`src/rtl/mem_access_stage.sv`:
```
// mem_access_stage: EX->WB memory-access stage with an in-order queue of
// in-flight instructions, a split addr_ok/data_ok bus, store lane/strobe
// generation and load alignment with sign/zero extension.
// Optional misaligned-access detection: define MEM_ALIGN_CHECK_EN.
module mem_access_stage #(
   parameter int unsigned DATA_W   = 32,
   parameter int unsigned ADDR_W   = 32,
   parameter int unsigned OUTST    = 2,
   parameter logic [31:0] RESET_PC = 32'h1c000000
) (
   input  logic                clk,
   input  logic                rst_n,
   input  logic                in_valid,
   output logic                in_ready,
   output logic                out_valid,
   input  logic                out_ready,
   input  logic                flush,
   input  logic [31:0]         pc,
   input  logic [ADDR_W-1:0]   result,
   input  logic [7:0]          load_op,
   input  logic                gr_we,
   input  logic [4:0]          dest,
   input  logic [31:0]         rkd_value,
   output logic                data_req,
   output logic                data_wr,
   output logic [1:0]          data_size,
   output logic [DATA_W/8-1:0] data_wstrb,
   output logic [ADDR_W-1:0]   data_addr,
   output logic [DATA_W-1:0]   data_wdata,
   input  logic                data_addr_ok,
   input  logic                data_data_ok,
   input  logic [DATA_W-1:0]   data_rdata,
   output logic [31:0]         pc_out,
   output logic [31:0]         result_out,
   output logic                gr_we_out,
   output logic [4:0]          dest_out,
   output logic                ale_out
);

   localparam int unsigned STRB_W = DATA_W / 8;
   localparam int unsigned OFF_W  = $clog2(STRB_W);
   localparam int unsigned CNT_W  = $clog2(OUTST + 1);
   localparam int unsigned DISC_W = 4;

   // One in-flight instruction; lop keeps only the load bits needed at retire.
   typedef struct packed {
      logic [31:0]       pc;
      logic [ADDR_W-1:0] result;
      logic [4:0]        lop;
      logic              gr_we;
      logic [4:0]        dest;
      logic              need;
      logic              got;
      logic              ale;
      logic [DATA_W-1:0] rdata;
   } entry_t;

   entry_t            ent_q [OUTST];
   entry_t            ent_w [OUTST];
   entry_t            ent_d [OUTST];
   entry_t            new_ent_c;
   entry_t            head_c;
   logic [CNT_W-1:0]  cnt_q, cnt_d;
   logic [CNT_W-1:0]  push_pos_c;
   logic [DISC_W-1:0] disc_q, disc_d;
   logic [DISC_W-1:0] pend_c;

   logic              is_mem_c, bus_op_c, mis_c, space_c;
   logic              push_c, pop_c, drop_c, hit_c;
   logic              st_b_c, st_h_c, st_w_c, acc_half_c, acc_word_c;
   logic [OFF_W-1:0]  off_c, h_off_c;
   logic              head_vld_c;
   logic [7:0]        ld_byte_c;
   logic [15:0]       ld_half_c;
   logic [31:0]       ld_word_c;

   // Request-side decode of the incoming EX instruction
   assign is_mem_c   = |load_op;
   assign off_c      = result[OFF_W-1:0];
   assign st_b_c     = load_op[5];
   assign st_h_c     = load_op[6];
   assign st_w_c     = load_op[7];
   assign acc_half_c = load_op[1] | load_op[4] | st_h_c;
   assign acc_word_c = load_op[2] | st_w_c;

`ifdef MEM_ALIGN_CHECK_EN
   assign mis_c = (acc_half_c & off_c[0]) | (acc_word_c & (off_c[1:0] != 2'b00));
`else
   assign mis_c = 1'b0;
`endif

   assign bus_op_c = is_mem_c & ~mis_c;

   // Queue head and handshakes; a retiring head frees its slot this cycle
   assign head_c     = ent_q[0];
   assign head_vld_c = (cnt_q != '0);
   assign out_valid  = head_vld_c & (~head_c.need | head_c.got);
   assign pop_c      = out_valid & out_ready;
   assign space_c    = (cnt_q < CNT_W'(OUTST)) | pop_c;
   assign data_req   = rst_n & in_valid & bus_op_c & space_c & ~flush;
   assign in_ready   = rst_n & ~flush & (~in_valid | (space_c & (~bus_op_c | data_addr_ok)));
   assign push_c     = in_valid & in_ready;
   assign data_addr  = {result[ADDR_W-1:OFF_W], OFF_W'(0)};
   assign data_wr    = st_b_c | st_h_c | st_w_c;

   // Store strobe/lane replication and access size
   always_comb begin
      data_wstrb = '0;
      data_wdata = '0;
      data_size  = 2'd0;
      if (acc_word_c) begin
         data_size = 2'd2;
      end else if (acc_half_c) begin
         data_size = 2'd1;
      end
      if (st_b_c) begin
         data_wstrb = STRB_W'(1) << off_c;
         data_wdata = {STRB_W{rkd_value[7:0]}};
      end else if (st_h_c) begin
         data_wstrb = STRB_W'(2'b11) << (off_c & ~OFF_W'(1));
         data_wdata = {(DATA_W/16){rkd_value[15:0]}};
      end else if (st_w_c) begin
         data_wstrb = STRB_W'(4'hF) << (off_c & ~OFF_W'(3));
         data_wdata = {(DATA_W/32){rkd_value}};
      end
   end

   // Entry written on push
   always_comb begin
      new_ent_c        = '0;
      new_ent_c.pc     = pc;
      new_ent_c.result = result;
      new_ent_c.lop    = load_op[4:0];
      new_ent_c.gr_we  = gr_we;
      new_ent_c.dest   = dest;
      new_ent_c.need   = bus_op_c;
      new_ent_c.ale    = mis_c;
   end

   // Response capture, flush accounting, pop-shift and push
   always_comb begin
      ent_w  = ent_q;
      hit_c  = 1'b0;
      pend_c = '0;
      drop_c = data_data_ok & (disc_q != '0);
      for (int i = 0; i < int'(OUTST); i++) begin
         if ((CNT_W'(i) < cnt_q) && ent_q[i].need && !ent_q[i].got) begin
            pend_c = pend_c + DISC_W'(1);
            if (!hit_c && data_data_ok && !drop_c) begin
               ent_w[i].got   = 1'b1;
               ent_w[i].rdata = data_rdata;
               hit_c          = 1'b1;
            end
         end
      end

      ent_d = ent_w;
      if (pop_c) begin
         for (int i = 0; i < int'(OUTST) - 1; i++) begin
            ent_d[i] = ent_w[i+1];
         end
      end
      push_pos_c = cnt_q - CNT_W'(pop_c);
      for (int i = 0; i < int'(OUTST); i++) begin
         if (push_c && (CNT_W'(i) == push_pos_c)) begin
            ent_d[i] = new_ent_c;
         end
      end

      cnt_d  = cnt_q - CNT_W'(pop_c) + CNT_W'(push_c);
      disc_d = disc_q - DISC_W'(drop_c);
      if (flush) begin
         cnt_d  = '0;
         disc_d = disc_q + pend_c - DISC_W'(drop_c) - DISC_W'(hit_c);
      end
   end

   // Queue occupancy and discard counter
   always_ff @(posedge clk) begin
      if (!rst_n) begin
         cnt_q  <= '0;
         disc_q <= '0;
      end else begin
         cnt_q  <= cnt_d;
         disc_q <= disc_d;
      end
   end

   // Entry payload storage; validity is carried by cnt_q
   always_ff @(posedge clk) begin
      ent_q <= ent_d;
   end

   // Load lane selection from the head's latched read data
   always_comb begin
      h_off_c   = head_c.result[OFF_W-1:0];
      ld_byte_c = 8'(head_c.rdata >> {h_off_c, 3'b000});
      ld_half_c = 16'(head_c.rdata >> {h_off_c & ~OFF_W'(1), 3'b000});
      ld_word_c = 32'(head_c.rdata >> {h_off_c & ~OFF_W'(3), 3'b000});
   end

   // Retire-side outputs, idle values while the queue is empty
   always_comb begin
      pc_out     = RESET_PC;
      result_out = '0;
      gr_we_out  = 1'b0;
      dest_out   = '0;
      if (head_vld_c) begin
         pc_out    = head_c.pc;
         gr_we_out = head_c.gr_we & ~head_c.ale;
         dest_out  = head_c.dest;
         if (head_c.lop[0]) begin
            result_out = {{24{ld_byte_c[7]}}, ld_byte_c};
         end else if (head_c.lop[3]) begin
            result_out = {24'd0, ld_byte_c};
         end else if (head_c.lop[1]) begin
            result_out = {{16{ld_half_c[15]}}, ld_half_c};
         end else if (head_c.lop[4]) begin
            result_out = {16'd0, ld_half_c};
         end else if (head_c.lop[2]) begin
            result_out = ld_word_c;
         end else begin
            result_out = 32'(head_c.result);
         end
      end
   end

`ifdef MEM_ALIGN_CHECK_EN
   assign ale_out = head_vld_c & head_c.ale;
`else
   assign ale_out = 1'b0;
`endif

   // Every response must belong to a discarded or a waiting request
   a_resp_owner: assert property (@(posedge clk) disable iff (!rst_n)
      data_data_ok |-> ((disc_q != '0) || (pend_c != '0)));

endmodule
```
`config.mk`:
```
export PLATFORM = sky130hd
export DESIGN_NAME = mem_access_stage
export DESIGN_NICKNAME = d
export VERILOG_FILES = /design/src/rtl/mem_access_stage.sv
export SDC_FILE = /design/constraint.sdc
export NUM_CORES = 1
export LEC_CHECK = 0
export BUFFER_PORTS_ARGS = -buffer_cell sky130_fd_sc_hd__clkbuf_2
export CAP_MARGIN = 20
export CORE_ASPECT_RATIO = 0.6
export CORE_MARGIN = 2
export CORE_UTILIZATION = 54
export DETAILED_ROUTE_END_ITERATION = 6
export GPL_ROUTABILITY_DRIVEN = 1
export HOLD_SLACK_MARGIN = 0.03
export PLACE_DENSITY_LB_ADDON = 0.3
export SLEW_MARGIN = 0
export SYNTH_ARGS = -nofsm -noshare
export SYNTH_HDL_FRONTEND = slang
export SYNTH_SLANG_ARGS = --single-unit
```
`constraint.sdc`:
```
create_clock -name clk -period 6.3 [get_ports clk]
set_input_delay 0.315 -clock clk [delete_from_list [all_inputs] [get_ports clk]]
set_output_delay 0.315 -clock clk [all_outputs]
set_load 0.005 [all_outputs]
```
==> results.json <==
{
  "via_per_inst": 5.489,
  "grt_setup_unrepaired": "no",
  "grt_start_max_net_pins": 78,
  "power.density_nw_per_um2": 240.8,
  "drt_iter0_drc": 854,
  "p_sw_mw": 0.8109,
  "sw_frac_of_total_pct": 24.51,
  "synthCells": 1166,
  "layout-drive-gt1-share_pct": 24.65,
  "async_flop_share_pct": 0,
  "yosys_warnings": 0,
  "leakage_nw": 6.225,
  "ys_seq_area_share_pct": 52.85,
  "power_mw": 3.308,
  "critPathMaxFanout": 76,
  "setup_viol": 0,
  "clkSlewWorstSetupHoldPaths_ps": 70,
  "clkPwrFrac_pct": 37.2,
  "syn-cell-area_um2": 11360,
  "cts_made_buffers": 21,
  "area_growth_pct": 20.87,
  "synth_edf_count": 152,
  "synthFlopType": "edfxtp_1",
  "core.rowCount": 41,
  "synth-compound-area-share_pct": 10.88,
  "seqCellArea_um2": 6006,
  "gp_congestion": 0.9147,
  "status": "completed",
  "cp-start-kind": "flop",
  "slew_headroom_pct": 25.71,
  "initial_utilization_pct": 54.57,
  "clock-sinks": 224,
  "n_fill_cell": 1680,
  "wl_per_cell_um": 18.14,
  "synth_fa_ha_area_share_pct": 1.629,
  "die_x_um": 191.3,
  "coreArea_um2": 20830,
  "crit_required_ps": 6400,
  "synth.area.mux_share_pct": 9.953,
  "worst_slew_pin_slew_ps": 1114,
  "p_int_mw": 2.498,
  "synth-simple-area-share_pct": 15.62,
  "die_y_um": 116.4,
  "ys_seq_elements": 224,
  "cts_root_buf": "clkbuf_16",
  "worstSetupEndpointType": "flop",
  "port-buffer-count": 290,
  "setup_tns_ps": 0,
  "crit_type": "flop to flop",
  "max_freq_mhz": 212.5,
  "antenna_found_initial": 1,
  "hp-class": "input pin to flop",
  "worst-r2r-setup-slack_ps": 1590,
  "min_period_ps": 4706,
  "h-tree-depth": 1,
  "post_cts_buffers": 0,
  "globalRouteTotalUtil_pct": 27.64,
  "grt_pass1_wl_mm": 47.72,
  "synth.avg_cell_area_um2": 9.747,
  "p_comb_share_pct": 12.8,
  "synthXorXnorAreaFrac_pct": 0.4624,
  "grt_overflow": 0,
  "antenna_cells": 0,
  "cts_tree": "built",
  "dieArea_um2": 22260,
  "dp_hpwl_mm": 20.81,
  "drc_errors": 0,
  "cts_buffer_depth": 3,
  "multiInputGateArea_um2": 4414,
  "wl_mm": 31.04,
  "firstDrtPassIters": 6,
  "grt_pass1_vias": 8736,
  "post-route-period-util_pct": 74.71,
  "antenna_left": 0,
  "synth_top_family_by_area": "simple AND/OR/NAND/NOR gates",
  "clock_latency_ps": 500,
  "ir_worst_vdd_v": 0.0001742,
  "fin_worst_skew_ps": 23.05,
  "hold_violations": 0,
  "drv_cap": 0,
  "synth_cell_type_count": 49,
  "pin_count": 294,
  "fin_nets": 1581,
  "arrival_ps": 4810,
  "vias": 9392,
  "slew_violations": 0,
  "sequentialPowerShare_pct": 50.0
}
final timing paths:
path | start | to | cells after the start
max | cnt_q[1]$_SDFF_PP0_ | ent_q[176]$_DFFE_PP_ | 9
min | result[5] | ent_q[51]$_DFFE_PP_ | 1
max reg2reg | cnt_q[1]$_SDFF_PP0_ | ent_q[176]$_DFFE_PP_ | 9
min reg2reg | ent_q[24]$_SDFF_PP0_ | ld_word_c[24]$_SDFFE_PP0P_ | 2
synth_stat cells, types with 11 or more instances:
master,n,area [µm²]
clkbuf_1,61,229.0
dfxtp_1,72,1441
nor2_1,68,255.2
inv_1,101,379.1
nand2_1,228,855.8
buf_4,34,255.2
nor3_1,13,65.06
and2_1,38,237.7
a21oi_1,93,465.5
buf_2,11,55.05
o21ai_0,44,220.2
a211oi_1,32,240.2
edfxtp_1,152,4564
mux2i_1,95,950.9
sequential cells by signal, summed over array words and instances (netlist names):
| name | flops |
|---|---|
| cnt_q | 2 |
| ld_word_c | 32 |
| disc_q | 4 |
| ent_q | 186 |
cell type report:
| type | instances | area share (%) |
|---|---|---|
| clock buffers | 24 | 3.980 |
| clock inverters | 12 | 0.7742 |
| inverters | 101 | 2.769 |
| multi-input cells | 730 | 32.13 |
| flip-flops and latches | 224 | 43.72 |
| well taps | 279 | 2.541 |
| repair buffers | 341 | 14.08 |
cells by family after synthesis:
family,count (synthesis)
flip-flops,224
buffers and inverters,214
XOR/XNOR,6
AND/OR/NAND/NOR,397
adder cells (fa/ha/maj),13
AO/OA/AOI/OAI,208
multiplexers,103
other,1
placed cells by master (no fill, tap or decap), drive strengths merged, types with 11 or more instances in the layout:
master | Yosys | layout
clkbuf | 61 | 314
nand2 | 228 | 228
edfxtp | 152 | 152
inv | 101 | 100
mux2i | 95 | 95
a21oi | 94 | 94
dfxtp | 72 | 72
nor2 | 68 | 68
o21ai | 46 | 46
dlygate4sd3 | 0 | 40
and2 | 38 | 38
a211oi | 32 | 32
nor3 | 13 | 13
buf | 52 | 11
power groups by stage:
stage	clock [mW]	sequential, mW	combinational [mW]
floorplan	0	1.66	0.265
global placement	0	1.68	0.388
detailed placement	0	1.68	0.400
CTS	1.24	1.65	0.425
global route	1.30	1.66	0.481
finish	1.23	1.66	0.423
metrics by stage:
stage	hold WS (ps)	instances	worst slack (ps)	util (%)	cell area [µm²]
after detailed placement	448.4	1635	1680	60.90	12680
after global routing	30.62	1711	1272	65.96	13740
after CTS	30.10	1711	1609	65.96	13740
final	40.47	1711	1594	65.96	13740
after global placement	442.8	1635	1757	60.90	12680
after floorplan	413.9	1168	1211	-	11370
routing by layer:
metal / up-vias / GRT usage, % / wire (µm)
li1: 4460 / - / -
met1: 4479 / 40.32 / 13590
met2: 406 / 43.47 / 14250
met3: 47 / 5.138 / 2678
met4: 0 / 5.846 / 510
met5: - / 0 / 0
critical path, cell delays in order, from the launching register on:
cell	delay (ps)
dfxtp_1	360
or2_2	600
nand3_1	200
buf_4	370
clkinv_2	530
ha_1	400
xnor2_1	290
nand3_1	160
or3_4	490
nand2_4	790
repair_timing:
action	CTS	global route
hold endpoints to repair	40	0
hold buffers	40	0
gates resized for setup	0	0
Note: power is estimated with default switching activity, not from simulation.
